### src/rtl/regfile_pkg.sv
// Shared definitions for the register-file write-back controller:
// widths, register-file geometry and the write-back request bundle.
package regfile_pkg;

    localparam int ADDR_W   = 5;
    localparam int DATA_W   = 32;
    localparam int NUM_REGS = 32;

    localparam logic [ADDR_W-1:0] REG_ZERO = '0;

    // One write-back request as seen by the arbiter
    typedef struct packed {
        logic              valid;
        logic [ADDR_W-1:0] addr;
        logic [DATA_W-1:0] data;
    } wb_req_t;

endpackage

### src/rtl/regfile_wb_ctrl_if.sv
// Write-back request channels from the ALU and the load path.
// The requesters are the master side; the write-back controller is the slave side.
interface regfile_wb_ctrl_if;
    import regfile_pkg::*;

    logic              alu_valid;
    logic              alu_ready;
    logic [ADDR_W-1:0] alu_addr;
    logic [DATA_W-1:0] alu_data;

    logic              mem_valid;
    logic              mem_ready;
    logic [ADDR_W-1:0] mem_addr;
    logic [DATA_W-1:0] mem_data;

    modport master (
        output alu_valid, alu_addr, alu_data,
        input  alu_ready,
        output mem_valid, mem_addr, mem_data,
        input  mem_ready
    );

    modport slave (
        input  alu_valid, alu_addr, alu_data,
        output alu_ready,
        input  mem_valid, mem_addr, mem_data,
        output mem_ready
    );

endinterface

### src/rtl/wb_arbiter.sv
// Two-way write-back arbiter. The load path wins by fixed priority, but an
// ALU request that has lost STARVE_MAX consecutive cycles is forced through.
module wb_arbiter
    import regfile_pkg::*;
#(
    parameter int STARVE_MAX = 3
) (
    input  logic    clk,
    input  logic    rst,
    input  wb_req_t alu_req,
    input  wb_req_t mem_req,
    output logic    alu_grant,
    output logic    mem_grant,
    output wb_req_t win_req
);

    localparam int CNT_W = (STARVE_MAX > 0) ? $clog2(STARVE_MAX + 1) : 1;
    localparam logic [CNT_W-1:0] CNT_MAX = CNT_W'(STARVE_MAX);

    logic [CNT_W-1:0] starve_cnt;
    logic             force_alu;

    // Grant decision and winner mux; nothing is granted while reset is asserted
    always_comb begin
        force_alu = alu_req.valid && (starve_cnt == CNT_MAX);
        mem_grant = !rst && mem_req.valid && !force_alu;
        alu_grant = !rst && alu_req.valid && (!mem_req.valid || force_alu);

        win_req       = '0;
        win_req.valid = alu_grant || mem_grant;
        win_req.addr  = mem_grant ? mem_req.addr : alu_req.addr;
        win_req.data  = mem_grant ? mem_req.data : alu_req.data;
    end

    // Saturating count of consecutive cycles in which a waiting ALU request lost
    always_ff @(posedge clk) begin
        if (rst) begin
            starve_cnt <= '0;
        end else if (!alu_req.valid || alu_grant) begin
            starve_cnt <= '0;
        end else if (starve_cnt != CNT_MAX) begin
            starve_cnt <= starve_cnt + 1'b1;
        end
    end

endmodule

### src/rtl/regfile_wb_ctrl.sv
// Write-back controller and hazard scoreboard for the 32x32 register file.
// Arbitrates ALU and load write-backs onto the single write port, tracks
// registers with writes in flight and stalls decode on a pending source.
module regfile_wb_ctrl
    import regfile_pkg::*;
#(
    parameter int STARVE_MAX = 3
) (
    input  logic                clk,
    input  logic                rst,
    regfile_wb_ctrl_if.slave    wb,
    input  logic                issue_valid,
    input  logic [ADDR_W-1:0]   issue_addr,
    input  logic [ADDR_W-1:0]   rd_addr1,
    input  logic [ADDR_W-1:0]   rd_addr2,
    output logic                stall,
    output logic                w_enable,
    output logic [ADDR_W-1:0]   w_address,
    output logic [DATA_W-1:0]   w_data,
    output logic [NUM_REGS-1:0] busy_vec
);

    wb_req_t             alu_req;
    wb_req_t             mem_req;
    wb_req_t             win_req;
    logic                alu_grant;
    logic                mem_grant;
    logic [NUM_REGS-1:0] busy_next;
    logic                win_nonzero;

    // Repack the interface channels into request structs for the arbiter
    always_comb begin
        alu_req       = '0;
        alu_req.valid = wb.alu_valid;
        alu_req.addr  = wb.alu_addr;
        alu_req.data  = wb.alu_data;
        mem_req       = '0;
        mem_req.valid = wb.mem_valid;
        mem_req.addr  = wb.mem_addr;
        mem_req.data  = wb.mem_data;
    end

    wb_arbiter #(
        .STARVE_MAX (STARVE_MAX)
    ) u_arbiter (
        .clk       (clk),
        .rst       (rst),
        .alu_req   (alu_req),
        .mem_req   (mem_req),
        .alu_grant (alu_grant),
        .mem_grant (mem_grant),
        .win_req   (win_req)
    );

    assign wb.alu_ready = alu_grant;
    assign wb.mem_ready = mem_grant;
    assign win_nonzero  = win_req.valid && (win_req.addr != REG_ZERO);

    // Register-file write port: one cycle after the transfer, $0 writes are dropped
    always_ff @(posedge clk) begin
        if (rst) begin
            w_enable  <= 1'b0;
            w_address <= '0;
            w_data    <= '0;
        end else if (win_nonzero) begin
            w_enable  <= 1'b1;
            w_address <= win_req.addr;
            w_data    <= win_req.data;
        end else begin
            w_enable  <= 1'b0;
        end
    end

    // Next scoreboard state: clear on write-back, then set on issue so a newer producer wins
    always_comb begin
        busy_next = busy_vec;
        if (win_nonzero) begin
            busy_next[win_req.addr] = 1'b0;
        end
        if (issue_valid && (issue_addr != REG_ZERO)) begin
            busy_next[issue_addr] = 1'b1;
        end
        busy_next[REG_ZERO] = 1'b0;
    end

    // Scoreboard register
    always_ff @(posedge clk) begin
        if (rst) begin
            busy_vec <= '0;
        end else begin
            busy_vec <= busy_next;
        end
    end

    // Stall while either source operand still has a write in flight
    always_comb begin
        stall = ((rd_addr1 != REG_ZERO) && busy_vec[rd_addr1]) ||
                ((rd_addr2 != REG_ZERO) && busy_vec[rd_addr2]);
    end

endmodule

### src/flat_wrapper.sv
// flat-port wrapper written by rule: the top's interface ports become plain ports
module regfile_wb_ctrl_flat import regfile_pkg::*;
#(
    parameter int STARVE_MAX = 3
)
  (clk, rst, issue_valid, issue_addr, rd_addr1, rd_addr2, stall, w_enable, w_address, w_data, busy_vec, wb_alu_valid, wb_alu_addr, wb_alu_data, wb_alu_ready, wb_mem_valid, wb_mem_addr, wb_mem_data, wb_mem_ready);
  regfile_wb_ctrl_if wb_i ();
  input  logic clk;
  input  logic rst;
  input  logic issue_valid;
  input  logic [ADDR_W-1:0] issue_addr;
  input  logic [ADDR_W-1:0] rd_addr1;
  input  logic [ADDR_W-1:0] rd_addr2;
  output logic stall;
  output logic w_enable;
  output logic [ADDR_W-1:0] w_address;
  output logic [DATA_W-1:0] w_data;
  output logic [NUM_REGS-1:0] busy_vec;
  input wire logic [$bits(wb_i.alu_valid)-1:0] wb_alu_valid;
  input wire logic [$bits(wb_i.alu_addr)-1:0] wb_alu_addr;
  input wire logic [$bits(wb_i.alu_data)-1:0] wb_alu_data;
  output wire logic [$bits(wb_i.alu_ready)-1:0] wb_alu_ready;
  input wire logic [$bits(wb_i.mem_valid)-1:0] wb_mem_valid;
  input wire logic [$bits(wb_i.mem_addr)-1:0] wb_mem_addr;
  input wire logic [$bits(wb_i.mem_data)-1:0] wb_mem_data;
  output wire logic [$bits(wb_i.mem_ready)-1:0] wb_mem_ready;
  assign wb_i.alu_valid = wb_alu_valid;
  assign wb_i.alu_addr = wb_alu_addr;
  assign wb_i.alu_data = wb_alu_data;
  assign wb_alu_ready = wb_i.alu_ready;
  assign wb_i.mem_valid = wb_mem_valid;
  assign wb_i.mem_addr = wb_mem_addr;
  assign wb_i.mem_data = wb_mem_data;
  assign wb_mem_ready = wb_i.mem_ready;
  regfile_wb_ctrl #(.STARVE_MAX(STARVE_MAX)) u_core (.clk(clk), .rst(rst), .wb(wb_i), .issue_valid(issue_valid), .issue_addr(issue_addr), .rd_addr1(rd_addr1), .rd_addr2(rd_addr2), .stall(stall), .w_enable(w_enable), .w_address(w_address), .w_data(w_data), .busy_vec(busy_vec));
endmodule
### config.mk
export PLATFORM = sky130hd
export DESIGN_NAME = regfile_wb_ctrl_flat
export DESIGN_NICKNAME = d
export VERILOG_FILES = /design/src/rtl/regfile_pkg.sv /design/src/rtl/regfile_wb_ctrl_if.sv /design/src/rtl/wb_arbiter.sv /design/src/rtl/regfile_wb_ctrl.sv /design/src/flat_wrapper.sv
export SDC_FILE = /design/constraint.sdc
export NUM_CORES = 1
export LEC_CHECK = 0
export ABC_CLOCK_PERIOD_IN_PS = 3100
export CAP_MARGIN = 20
export CORE_UTILIZATION = 42
export DETAILED_ROUTE_END_ITERATION = 6
export PLACE_DENSITY = 0.78
export SYNTH_ARGS = -nofsm -noshare
export SYNTH_HDL_FRONTEND = slang
export SYNTH_HIERARCHICAL = 1
export SYNTH_SLANG_ARGS = --single-unit
### constraint.sdc
create_clock -name clk -period 3.1 [get_ports clk]
set_clock_uncertainty 0.2 [all_clocks]
set_input_delay 0.62 -clock clk [delete_from_list [all_inputs] [get_ports clk]]
set_output_delay 0.62 -clock clk [all_outputs]
set_load 0.05 [all_outputs]
# Yosys cells after proc, flatten, opt, wreduce, memory -nomap -nowiden
# Index checks and enable logic that the tools add are counted.
# classes
addsub	1
magnitude_cmp	6
n_eq_ne	2
mux	13
bitwise	3
reduce_logical	24
# op_table
cell	n
two-way mux 32 bit	3
AND 32 bit	1
inverter 32 bit	1
bitwise OR 32 bit	1
less-than comparator 5 x 6 -> 1 bit, second input constant	4
nonzero test 5 bit	4
logical AND 1 bit	11
binary-select mux 1 bit (select 5 bit)	2
demux 1 bit (select 5 bit)	2
>= comparator 5 x 1 -> 1 bit, second input constant	2
two-way mux 1 bit	5
two-way mux 5 bit	1
logical NOT 1 bit	4
logical OR 1 bit	4
adder 2 x 1 -> 2 bit, second input constant	1
equality test 2 bit, second input constant	1
inequality test 2 bit, second input constant	1
OR reduction 2 bit	1
# totals
ff_bits	72
input_bits	94
out_inout_bits	73

# Longest topological paths before layout
# Gate-level depths: netlist (run 1).
# logic_depth
depth_word	14
ltp_mapped	10

# Cells and area by module
# Netlist (run 1), hierarchy kept.
# modules_own_cells
module	instances	cells_per_inst	area_per_inst_um2
regfile_wb_ctrl	1	385	3209.3
wb_arbiter	1	52	559.3

# Worst setup path before layout (run 1)
# Ideal clock, no wire load.
# synth_timing
kind	input to output
start	input port rd_addr1[1]
end	output port stall
arrival_time_ps	2067
required_time_ps	2280
path_slack_ps	213
path_stages	5
path_buffers	1
path_cell_list	clkbuf_1 mux4_2 mux2i_1 o22ai_1 a211o_1
# synth_between
elab_chain_cells	4
# synth_rtl
item	line_no	source
start: declaration	flat_wrapper.sv:12	input logic [ADDR_W-1:0] rd_addr1;
binary-select mux 1 bit (select 5 bit)	regfile_wb_ctrl.sv:97	stall = ((rd_addr1 != REG_ZERO) && busy_vec[rd_addr1]) ||
two-way mux 1 bit (not written as such)	regfile_wb_ctrl.sv:97	
logical AND 1 bit *	regfile_wb_ctrl.sv:97	
logical OR 1 bit *	regfile_wb_ctrl.sv:97	
end: declaration	flat_wrapper.sv:14	output logic stall;
# Mark *: on every way between the ends. The rest lies on a longest branch, timed or not. The select of a mux whose other input is x is not followed.

# Worst setup path after layout (run 1)
# layout_timing
start	input port rd_addr2[0]
end	output port stall
# layout_between
elab_chain_cells	4
# layout_rtl
item	line_no	source
start: declaration	flat_wrapper.sv:13	input logic [ADDR_W-1:0] rd_addr2;
binary-select mux 1 bit (select 5 bit)	regfile_wb_ctrl.sv:98	((rd_addr2 != REG_ZERO) && busy_vec[rd_addr2]);
two-way mux 1 bit (not written as such)	regfile_wb_ctrl.sv:98	
logical AND 1 bit *	regfile_wb_ctrl.sv:98	
logical OR 1 bit *	regfile_wb_ctrl.sv:97	
# Marked as above.

==> summary.txt, run 1 <==
Power and ir drop
  – P_int: around 1700 uW
  – Peak VDD IR: around 0.00032 V
  – Static leakage: around 0.0022 uW
  – Tot Pwr: 2453 uW
  – Sw Pwr: between 700 and 800 uW
  – Pwr/cell area: just over 400 nW/um^2
  – Combinational Power Share: approximately 26%
  – Clock network power share: a little over a third
  – Sequential share of power: around two fifths
  – Sw Share: 29.35%

STA
  – Fmax: about 330 MHz
  – Final hold vios: 0
  – Worst Tran Pin Value: 0.7716 ns
  – Setup TNS: 0 ns
  – RSZ-0062 raised after global routing: false
  – Fin crit share: 98.06%
  – Final min period: between 3 and 4 ns
  – Fin. max-slew vios: 0
  – Final setup violation count: 0
  – Final worst slack: between 0.06 and 0.07 ns
  – Rel. slew slack: 48.56%

Yosys
  – Cell Area, Synth: ~3800 um^2
  – #FFs+latches synth: 71
  – Syn Nets: 532
  – Sequential area share after synthesis: between 30% and 40%
  – Post-synth EDFFs: 0
  – Ranking of synthesized cells by area: dfxtp_1, nand2_1, a21oi_1
  – Post-synth top area share: between 30% and 40%
  – Library cells used by synthesis: 44
  – Yosys Warn Count: 6
  – Async SR Flop Fraction: 0%
  – Yosys top cell by area: dfxtp_1
  – Syn Inst Count: 437
  – Synth Flop Type: dfxtp_1
  – Avg Inst Size Synth: roughly 8.6 um^2

Floorplan
  – Die area: a little over 9000 um^2
  – Die Width: 96.73 um
  – Die Ht: roughly 97 um
  – Initial core utilization: 43.21%
  – # IOs: 167
  – Core box area: between 8000 and 9000 um^2
  – Row Count: 34

Final layout
  – P&R area growth vs syn: 57.97%
  – Most frequent cells in the layout: clkdlybuf4s50_1, nand2_1, dfxtp_1
  – Most common cell after layout, fill and taps aside: clkdlybuf4s50_1
  – Nets: just over 700
  – Multi-input logic area: around 2200 um^2
  – Non-Filler Instances: around 730
  – Share of cells above drive strength 1: 15.37%
  – Reg area: 1421 um^2
  – Final instance area: roughly 6000 um^2
  – # fillers: around 670
  – N_diodes: 0

Placed design
  – Placed instance area: approximately 5700 um^2
  – Place WS: -0.3102 ns
  – GP Congestion: a little under 0.9
  – IO Port Bufs: 165
  – Dpl hpwl: 9452 um
  – DP Cell Count: 710

Route
  – Antenna viol nets, final: 0
  – DRC: 0
  – WL per Instance: around 17 um
  – Initial detailed-routing violation count: about 250
  – Vias after detailed routing: 3980
  – Drt total wl: approximately 12000 um
  – Via-to-Cell Ratio: around 5.5
  – Iteration count of the initial detailed-routing pass: 5

CTS
  – Clock slew at reported path FFs: about 0.08 ns
  – Cts bufs inserted: 9
  – Clock Tree Buf Depth: 2
  – CTS tree: built
  – H-tree Lvls: 3
  – Clk sinks: slightly above 70
  – Clk_lat worst skew: between 0.3 and 0.4 ns
  – Clock root buffer: clkbuf_8
  – CTS Hold Bufs: 0

GRT
  – Global-route wire length before repair: approximately 20000 um
  – Largest net degree at the start of global routing: 74
  – Vias in the first global route: about 4000
  – Initial antenna violation count: 0
  – Total grt overflow: 0
  – GRT Resource Usage Total: a little over a quarter

Worst setup path
  – Critical path class: in2out
  – R2R Setup Slk: between 0.3 and 0.4 ns
  – CP startpoint: rd_addr2[0]
  – Worst-path maximum fanout: 9
  – Startpoint Class: primary input
  – Required @ worst endpoint: between 2 and 2.5 ns
  – End of the worst register-to-register path: u_core/w_data[0]
  – CP Capture Type: output pin
  – Worst reg-to-reg path cell count: 9
  – Worst reg2reg startpoint: u_core/u_arbiter/starve_cnt[0]
  – Worst path arrival time: 2.22 ns
  – Setup crit end: stall

Status
  – Status: finished clean

Min path
  – Hold crit path type: reg2reg

Flow run
  – Max-cap violations: 0
[worst min path at each step]
stage,from,endpoint,cells after the start
2_1_floorplan,u_core/u_arbiter/starve_cnt[0],u_core/u_arbiter/starve_cnt[0],1
3_3_place_gp,u_core/u_arbiter/starve_cnt[0],u_core/u_arbiter/starve_cnt[0],1
3_5_place_dp,u_core/u_arbiter/starve_cnt[0],u_core/u_arbiter/starve_cnt[0],1
4_1_cts,u_core/u_arbiter/starve_cnt[0],u_core/u_arbiter/starve_cnt[0],1
5_1_grt,u_core/u_arbiter/starve_cnt[0],u_core/u_arbiter/starve_cnt[0],1
6_report,u_core/u_arbiter/starve_cnt[0],u_core/u_arbiter/starve_cnt[0],1
[synth_stat cells, types with 2 or more instances]
cell type and count:
or3b_2 2, and2_1 2, buf_2 5, mux4_2 12, nand2_1 105, o22ai_1 3, nor2_1 25, a22oi_1 11
mux4_1 2, nor3b_1 2, nor3_1 2, mux2_2 19, a21oi_1 57, and4b_1 2, inv_1 2, nand2b_1 8
nor2b_1 6, dfxtp_1 71, mux2i_1 5, buf_1 2, buf_6 2, nand3_1 4, clkbuf_1 20, nor4bb_1 3
mux2_1 19, buf_4 4, nand3b_1 4, o21ai_0 22
[layout make-up]
| cell class | instances | area share [%] |
|---|---|---|
| sequential | 71 | 23.88 |
| timing repair buffer | 198 | 32.62 |
| clock inverter | 5 | 1.345 |
| inverter | 2 | 0.1261 |
| clock buffer | 11 | 2.543 |
| tap | 108 | 2.270 |
| multi-input combinational | 331 | 37.22 |
[power groups by stage]
stage	registers [uW]	logic [uW]	clock network (uW)
floorplan	1110	213	0
global placement	990	616	0
detailed placement	992	626	0
CTS	971	628	859
global route	975	663	904
finish	971	628	854
[metrics by stage]
stage	hold slack (ns)	utilization [%]
3_5_place_dp	0.2240	65.50
5_1_grt	0.2437	68.26
2_1_floorplan	0.2033	-
4_1_cts	0.2352	68.32
3_3_place_gp	0.2157	65.50
6_report	0.2398	68.26
[sequential cells by signal, indices dropped and copies added (netlist names)]
name / count
u_core/w_data: 32
u_core/w_enable: 1
u_core/busy_vec: 31
u_core/u_arbiter/starve_cnt: 2
u_core/w_address: 5
[per-layer routing]
metal / share of wire, % / vias to the layer above / GRT usage [%] / wire (um)
met3: 11 / 14 / 10.12 / 1327
met1: 40 / 1886 / 31.18 / 5009
li1: - / 1885 / - / -
met5: 0 / - / 0 / 0
met4: 0.99 / 0 / 7.463 / 123
met2: 48 / 195 / 44.42 / 5967
[worst max-delay path: stages]
cell and delay [ns]:
dlygate4sd2_1 0.25, buf_12 0.15, mux4_2 0.49, mux2i_1 0.17, a31oi_1 0.10, a211o_1 0.28
buf_6 0.16
[cells by family (layout without fill, tap and decap cells)]
kind of cell | count (synthesis) | in the layout | share of synthesized area (%)
simple gates | 170 | 170 | 20.62
compound gates | 102 | 102 | 15.54
flops | 71 | 71 | 37.72
mux | 57 | 57 | 21.25
buf+inv | 35 | 216 | 4.449
fa+ha+maj | 1 | 1 | 0.3320
other cells | 1 | 1 | 0.09951
[repair_timing]
action | CTS | global route
gates cloned | 0 | 0
endpoints found under the setup margin | 1 | 1
buffers inserted | 0 | 0
resized for setup | 15 | 1
pin swaps | 1 | 0
Power figures use the tool's default switching activity.
==> run 2, diff against run 1 <==
- CORE_MARGIN: default -> 2
==> run 2 against run 1 <==
Sequential cell count unchanged. Global-route usage increased by 0.42 points. Sequential power about the same. Core utilization about the same. Critical path type unchanged.
==> summary.txt, run 2 (synthesis results as in run 1) <==
Final layout
  – Non-Filler Instances: just over 700
  – Reg area: roughly 1400 um^2
  – Nets: 709
  – Most frequent cells in the layout: clkdlybuf4s50_1, nand2_1, dfxtp_1
  – N_diodes: 0
  – Final instance area: 5957 um^2
  – P&R area growth vs syn: 58.07%
  – Largest Register: u_core/w_data
  – # fillers: approximately 700
  – Multi-input logic area: approximately 2200 um^2
  – Most common cell after layout, fill and taps aside: clkdlybuf4s50_1
  – Registers with the most flip-flops: u_core/w_data: 32 flops, u_core/busy_vec: 31 flops, u_core/w_address: 5 flops
  – Share of cells above drive strength 1: 15.70%
  – Max FFs per register: 32

Worst setup path
  – Crit-path slowest cell: mux4_2
  – Slowest stage delay, CP: about 0.51 ns
  – Worst path cell trace: dlygate4sd2_1, buf_6, mux4_2, nor3b_2, a211oi_1, a211o_1, buf_6
  – Critical path class: in2out
  – CP top delay family: buffers and inverters
  – CP Capture Type: output pin
  – Required @ worst endpoint: between 2 and 2.5 ns
  – Worst path bufs/invs: 3
  – CP dominant cell by count: buf_6
  – Worst-path maximum fanout: 4
  – Startpoint Class: primary input
  – Worst path arrival time: around 2.2 ns

CTS
  – Clock Tree Buf Depth: 2
  – CTS Hold Bufs: 0
  – H-tree Lvls: 3
  – Clock root buffer: clkbuf_8
  – Clk_lat worst skew: ~0.35 ns
  – Clk sinks: 71
  – Clock slew at reported path FFs: 0.07 ns
  – Cts bufs inserted: 9
  – CTS tree: built

Power and ir drop
  – P_int: 1630 uW
  – Pwr/cell area: approximately 390 nW/um^2
  – Combinational Power Share: 27.1%
  – Static leakage: roughly 0.0022 uW
  – Sw Pwr: a little over 700 uW
  – Clock network power share: 31.4%
  – Peak VDD IR: 0.0002842 V
  – Sequential share of power: between 40% and 50%
  – Sw Share: a little under a third

STA
  – Fin Hold WS: 0.2331 ns
  – Rel. slew slack: between 40% and 50%
  – Final min period: slightly above 3 ns
  – Final hold vios: 0
  – Final worst slack: 0.04718 ns
  – Fmax: 327.6 MHz
  – RSZ-0062 raised after global routing: false
  – Worst Tran Pin Value: 0.7771 ns
  – Fin crit share: 98.48%
  – Fin. max-slew vios: 0
  – Final setup violation count: 0

Flow run
  – Max-cap violations: 0

Floorplan
  – Die Width: roughly 99 um
  – Die area: ~10000 um^2
  – Core box area: ~8700 um^2
  – Initial core utilization: roughly 43%
  – # IOs: 167
  – Row Count: 34
  – Die Ht: 98.73 um

Route
  – WL per Instance: 17.86 um
  – Iteration count of the initial detailed-routing pass: 5
  – Antenna viol nets, final: 0
  – Drt total wl: 12970 um
  – Initial detailed-routing violation count: 240
  – Vias after detailed routing: just over 4000
  – Via-to-Cell Ratio: 5.539
  – DRC: 0

Placed design
  – Placed instance area: 5724 um^2
  – Dpl hpwl: 9858 um
  – Place WS: -0.3445 ns
  – GP Congestion: between 0.9 and 1
  – DP Cell Count: 710
  – IO Port Bufs: around 170

GRT
  – GRT Resource Usage Total: between 20% and 30%
  – Global-route wire length before repair: 20730 um
  – Vias in the first global route: 4171
  – Total grt overflow: 0
  – Largest net degree at the start of global routing: between 70 and 80
  – Initial antenna violation count: 0

Status
  – Status: finished clean

Min path
  – Hold crit path type: reg2reg
-- run 2: cell types whose count changed in the layout (fill, tap and decap cells not counted), sizes merged --
| cell | delta |
|---|---|
| buf | +1 |
| bufinv | -1 |
| clkinv | +1 |
| dlygate4sd2 | -1 |
-- run 2: repair_timing --
action	in CTS	in global routing
pin swaps	0	1
endpoints found under the setup margin	1	1
resized for setup	16	5
gates cloned	0	1
buffers inserted	0	0
-- run 2: layout make-up --
cell class                      instances  share of cell area [%]
Timing Repair Buffer                  199                   33.17
Inverter                                2                  0.1260
Clock buffer                           10                   2.310
Multi-Input combinational cell        331                   37.28
Clock inverter                          5                  0.9872
Sequential cell                        71                   23.86
Tap cell                              108                   2.268
-- run 2: worst paths after layout --
| path | from | end | slack (ns) | cells past startpoint |
|---|---|---|---|---|
| max | rd_addr1[2] | stall | 0.05 | 7 |
| min | u_core/u_arbiter/starve_cnt[0] | u_core/u_arbiter/starve_cnt[0] | 0.23 | 1 |
| max reg2reg | u_core/u_arbiter/starve_cnt[0] | u_core/w_data[25] | 0.35 | 9 |
| min reg2reg | u_core/u_arbiter/starve_cnt[0] | u_core/u_arbiter/starve_cnt[0] | 0.23 | 1 |
-- run 2: power by group through the flow --
stage	Sequential [uW]	Combinational, uW	Clock [uW]
2_1_floorplan	1110	213	0
3_3_place_gp	990	618	0
3_5_place_dp	992	628	0
4_1_cts	972	631	753
5_1_grt	976	675	791
6_report	972	635	737
-- run 2: per-layer routing --
metal	wire length (um)	vias up	GRT usage, %
li1	-	1890	-
met1	4913	1907	31.35
met2	6365	201	45.00
met3	1400	23	10.07
met4	289	0	9.694
met5	0	-	0
-- run 2: through the flow --
step / power [uW] / utilization, % / TNS [ns]
global route: 2442 / 68.31 / 0
CTS: 2355 / 68.08 / 0
global placement: 1607 / 65.64 / -6.116
finish: 2344 / 68.31 / 0
detailed placement: 1620 / 65.64 / -8.310
floorplan: 1328 / - / 0
